--- config.mk ---
export PLATFORM = sky130hd
export DESIGN_NAME = pipe_collision_scorer
export DESIGN_NICKNAME = d
export VERILOG_FILES = /design/src/rtl/pipe_collision_scorer.sv
export SDC_FILE = /design/constraint.sdc
export NUM_CORES = 1
export LEC_CHECK = 0
export CAP_MARGIN = 20
export CORE_ASPECT_RATIO = 1.75
export CORE_MARGIN = 2
export CORE_UTILIZATION = 40
export CTS_CLUSTER_DIAMETER = 60
export DETAILED_ROUTE_END_ITERATION = 12
export PLACE_DENSITY = 0.69
export SETUP_SLACK_MARGIN = 0.5
export SLEW_MARGIN = 20
export SYNTH_ARGS = -nofsm -noshare
export SYNTH_HDL_FRONTEND = slang
export SYNTH_SLANG_ARGS = --single-unit
--- constraint.sdc ---
create_clock -name clk -period 18.25 [get_ports clk]
set_input_delay 2.7375 -clock clk [delete_from_list [all_inputs] [get_ports clk]]
set_output_delay 2.7375 -clock clk [all_outputs]
set_load 0.005 [all_outputs]
--- src/rtl/pipe_collision_scorer.sv ---
// Game referee: bird/pipe/bound collision detection, BCD pass score and the
// IDLE/PLAY/HIT/OVER state machine that freezes and restarts the pipe controllers.
module pipe_collision_scorer #(
  parameter int unsigned BIRD_X     = 300,
  parameter int unsigned BIRD_R     = 10,
  parameter int unsigned PIPE_HW    = 50,
  parameter int unsigned GAP_H      = 50,
  parameter int unsigned CEIL_Y     = 35,
  parameter int unsigned FLOOR_Y    = 515,
  parameter int unsigned VIS_MIN    = 94,
  parameter int unsigned VIS_MAX    = 850,
  parameter int unsigned HIT_CYCLES = 60
) (
  input  logic        clk,
  input  logic        rst,
  input  logic        up,
  input  logic [9:0]  bird_y,
  input  logic [11:0] pipe0_x,
  input  logic [10:0] pipe0_y,
  input  logic [11:0] pipe1_x,
  input  logic [10:0] pipe1_y,
  output logic        freeze,
  output logic        pipe_rst,
  output logic        game_over,
  output logic        hit_flash,
  output logic [15:0] score,
  output logic [1:0]  state
);

  localparam logic [12:0] BX  = 13'(BIRD_X);
  localparam logic [12:0] BR  = 13'(BIRD_R);
  localparam logic [12:0] HW  = 13'(PIPE_HW);
  localparam logic [12:0] GH  = 13'(GAP_H);
  localparam logic [12:0] CY  = 13'(CEIL_Y);
  localparam logic [12:0] FY  = 13'(FLOOR_Y);
  localparam logic [12:0] VMN = 13'(VIS_MIN);
  localparam logic [12:0] VMX = 13'(VIS_MAX);
  localparam logic [11:0] PASS_X = 12'(BIRD_X - PIPE_HW - BIRD_R);
  localparam int unsigned CW = $clog2(HIT_CYCLES);
  localparam logic [CW-1:0] CNT_LOAD = CW'(HIT_CYCLES - 1);

  typedef enum logic [1:0] {
    IDLE = 2'd0,
    PLAY = 2'd1,
    HIT  = 2'd2,
    OVER = 2'd3
  } state_t;

  state_t        cur_state, nxt_state;
  logic [CW-1:0] count_q, count_d;
  logic [15:0]   score_q, score_d, score_inc;
  logic          pipe_rst_q, pipe_rst_d;
  logic          up_q, up_rise;
  logic [11:0]   prev_x0, prev_x1;
  logic          bounds, coll0, coll1, hit;
  logic          pass0, pass1;
  logic [1:0]    pass_cnt;
  logic [4:0]    dsum;
  logic [1:0]    carry;
  logic          unused_y;

  // All terms are sums compared against sums, so nothing can underflow.
  function automatic logic pipe_collides(input logic [11:0] x, input logic [9:0] y,
                                         input logic [9:0] by);
    logic [12:0] xe, ye, be;
    xe = {1'b0, x};
    ye = {3'b0, y};
    be = {3'b0, by};
    return (xe >= VMN) && (xe <= VMX)
        && (xe + HW + BR >= BX) && (xe <= BX + HW + BR)
        && ((be + GH <= ye + BR) || (be + BR >= ye + GH));
  endfunction

  assign unused_y = pipe0_y[10] ^ pipe1_y[10];

  assign up_rise  = up & ~up_q;
  assign coll0    = pipe_collides(pipe0_x, pipe0_y[9:0], bird_y);
  assign coll1    = pipe_collides(pipe1_x, pipe1_y[9:0], bird_y);
  assign bounds   = ({3'b0, bird_y} <= CY + BR) || ({3'b0, bird_y} + BR >= FY);
  assign hit      = bounds | coll0 | coll1;
  assign pass0    = (prev_x0 >= PASS_X) && (pipe0_x < PASS_X);
  assign pass1    = (prev_x1 >= PASS_X) && (pipe1_x < PASS_X);
  assign pass_cnt = {1'b0, pass0} + {1'b0, pass1};

  // Ripple the 0..2 increment through the digits; a carry out of the
  // thousands digit means the result would exceed 9999.
  always_comb begin
    score_inc = score_q;
    carry     = pass_cnt;
    dsum      = '0;
    for (int unsigned i = 0; i < 4; i++) begin
      dsum = {1'b0, score_q[i*4 +: 4]} + {3'b0, carry};
      if (dsum >= 5'd10) begin
        score_inc[i*4 +: 4] = 4'(dsum - 5'd10);
        carry               = 2'd1;
      end else begin
        score_inc[i*4 +: 4] = dsum[3:0];
        carry               = 2'd0;
      end
    end
    if (carry != 2'd0) score_inc = 16'h9999;
  end

  always_comb begin
    nxt_state  = cur_state;
    count_d    = count_q;
    score_d    = score_q;
    pipe_rst_d = 1'b0;
    case (cur_state)
      IDLE: if (up_rise) begin
        nxt_state  = PLAY;
        pipe_rst_d = 1'b1;
        score_d    = '0;
      end
      PLAY: if (hit) begin
        nxt_state = HIT;
        count_d   = CNT_LOAD;
      end else begin
        score_d = score_inc;
      end
      HIT: if (count_q == '0) nxt_state = OVER;
           else count_d = count_q - 1'b1;
      OVER: if (up_rise) nxt_state = IDLE;
      default: nxt_state = IDLE;
    endcase
  end

  always_ff @(posedge clk or negedge rst) begin
    if (!rst) begin
      cur_state  <= IDLE;
      count_q    <= '0;
      score_q    <= '0;
      pipe_rst_q <= 1'b0;
      up_q       <= 1'b0;
      prev_x0    <= '0;
      prev_x1    <= '0;
    end else begin
      cur_state  <= nxt_state;
      count_q    <= count_d;
      score_q    <= score_d;
      pipe_rst_q <= pipe_rst_d;
      up_q       <= up;
      prev_x0    <= pipe0_x;
      prev_x1    <= pipe1_x;
    end
  end

  assign freeze    = (cur_state != PLAY);
  assign game_over = (cur_state == OVER);
  assign hit_flash = (cur_state == HIT) & count_q[3];
  assign pipe_rst  = pipe_rst_q;
  assign score     = score_q;
  assign state     = cur_state;

endmodule

==> run summary <==
first-pass GRT wire length -> 19,600 um
Setup Buffers After CTS -> 0
initial antenna violation count -> 0
die height -> 144 um
Hold Buf Count CTS -> 0
CP top delay family -> adder cells
Synth Cell Area -> 4480 um2
fmax -> 0.0993 GHz
final setup violation count -> 0
Tmin final -> 10.07 ns
Initial Utilization -> 40.6%
relative max-transition margin -> 37.8%
Num Clock Sinks -> 42
Worst Path Buf+Inv -> 3
Max VDD drop -> 0.0506 mV
I/O pins -> 81
syn_nets -> 651
Post-synth ARST share -> 100%
reg-to-reg setup timing slack -> 10.89 ns
worst setup margin -> 8.18 ns
power after layout -> 0.394 mW
DRT Pass-1 Iters -> 4
max incr delay on CP -> 0.54 ns
DRT iter0 DRCs -> 129
CP most frequent cell -> ha_1
GR Overflow Total -> 0
fin crit share -> 55.2%
Post-Synthesis Cells -> 527
Vias per Instance -> 5.84
run status -> complete, no violations
Core ar. -> 11,000 um2
post-synthesis sequential area ratio -> 23.4%
root cell of the clock tree -> clkbuf_16
Reg clk slew, reported paths -> 0.06 ns
ranking of synthesized cells by area -> dfrtp_1 (23%), ha_1 (18%), xnor2_1 (5.3%), xor2_1 (4.5%), a21oi_1 (3.5%)
DR vias -> 4,254
H-tree depth -> 2
Cell Area, Placed -> 5350 um2
Worst Path Required -> 18.43 ns
FF-to-FF End -> score[10]
Final TNS setup -> 0 ns
RSZ-0062 raised after global routing -> false
Max Cap Viol -> 0
Max Root-Sink Buffers -> 2
YS warnings -> 0
Yosys reg bits -> 42
Least-Margin Pin Slew -> 0.933 ns
Reg-to-Reg Start -> prev_x1[10]
Hold Path Stages -> 1
number of synthesized flops with an enable pin -> 0
pre-CTS setup slack -> 7.88 ns
Slowest-stage cell, CP -> clkdlybuf4s50_1
Num CTS Buffers -> 5
design area -> 5520 um2
Crit Path Max Fanout -> 8
Yosys top cell by area -> dfrtp_1
Cell Pwr Density -> 71.4 nW/um2
Worst setup SP type -> input pin
Final nets -> 720
Die X -> 84.0 um
layout cells sized above 1 -> 2.85%
Hold Path Origin -> count_q[2]
Antenna Cells -> 0
Clock Skew -> 0.00395 ns
WL/cell -> 16.7 um
Cells after DPL -> 721
area grow syn2layout -> 23.2%
Primary FF master, synth -> dfrtp_1
final core occ -> 50.0%
Final Hold Fails -> 0
post-route ant nets -> 0
Worst setup EP type -> register
r2r worst-path depth -> 33
number of port buffers -> 78
Final Non-Filler Cells -> 728
crit path DAT -> 10.25 ns
vias in the first global route -> 4,277
final wirelength -> 12,100 um
drt drc -> 0
CTS tree -> yes
largest net degree at the start of global routing -> 43
clock latency on the worst-skew pair -> 0.29 ns
Synth top area share -> 23.4%
Worst Hold Class -> register to register
DP HPWL -> 10,100 um
RePlAce Congestion -> 0.881
global-route usage over all layers -> 20.1%
Netlist cell types -> 68
final number of max-transition violations -> 0
Resized Gates After CTS -> 0
Hold Slack -> 0.537 ns
kind of critical path -> input pin to register
Avg Inst Size Synth -> 8.51 um2
Worst Hold End -> count_q[2]
die area -> 12,100 um2
Leakage Power -> 2.33 nW
row count -> 51
## cells in the mapped netlist, drive strengths merged, types with 4 or more instances
cell     count
inv         36
o22ai        7
nor3        14
nand2       34
o21ai       21
nor3b        8
buf          5
o2111ai      6
nor4         4
a21oi       33
and3         9
clkbuf      12
a31oi        5
o2bb2ai      7
nand4       11
nor2        38
a21o         8
dfrtp       42
o31a         4
xnor2       27
nand3       18
nand2b      13
xor2        23
mux2i       10
a22o         6
nor2b        5
ha          64
## cell usage in the layout, fill, tap and decap left out, types with 4 or more instances in the layout
master	instances
a22o_1	6
xor2_1	23
o31a_1	4
nand3_1	18
mux2i_1	10
clkdlybuf4s50_1	77
a21o_1	8
inv_1	36
a31oi_1	5
nor4_1	4
a21oi_1	31
dfrtp_1	42
nor3_1	14
o22ai_1	7
nor2b_1	5
clkbuf_16	5
o21ai_0	18
nor2_1	38
o2111ai_1	6
nor3b_1	8
xnor2_1	27
ha_1	64
nand2_1	34
o2bb2ai_1	7
and3_1	9
nand4_1	11
nand2b_1	13
## flip-flops by register name (all words and copies together) (netlist names)
name,flops
score,16
prev_x0,8
prev_x1,8
count_q,6
state,2
pipe_rst,1
up_q,1
## per-layer routing
layer  vias to the layer above  track usage [%]  routed length [um]
met2                       123             40.5                6830
met5                         -                0                   0
met1                      2012             18.5                4140
li1                       2079                -                   -
met4                         0             13.2                 771
met3                        40             2.23                 413
## kinds of logic after synthesis
family          share of synthesized area (%)
simple gates                             19.1
compound gates                           21.8
fa+ha+maj                                18.3
buf+inv                                  4.83
xor+xnor                                 9.77
flops                                    23.4
mux                                      2.74
## cell type report
type / count / area (um2)
Clock inverter: 1 / 30.0
Multi-Input combinational cell: 431 / 3220
Sequential cell: 42 / 1050
Inverter: 37 / 139
Fill cell: 1046 / 5520
Clock buffer: 6 / 139
Tap cell: 132 / 165
Timing Repair Buffer: 79 / 783
## worst max-delay path by stage
stage	slack (ns)	end	from	depth (start not counted)
final	8.18	score[10]	pipe1_x[5]	33
after global routing	7.48	score[10]	pipe1_x[5]	33
after CTS	8.16	score[10]	pipe1_x[5]	33
after detailed placement	7.88	score[10]	pipe1_x[5]	33
after global placement	8.25	score[10]	pipe1_x[5]	33
after floorplan	9.83	score[10]	pipe0_x[10]	32
## where the power goes
| part | switching [mW] | leakage (nW) | internal, mW |
|---|---|---|---|
| Clock | 0.0355 | 0.0829 | 0.0675 |
| Sequential | 0.00864 | 0.521 | 0.103 |
| Combinational | 0.101 | 1.73 | 0.0780 |
(Power assumes the default switching activity.)
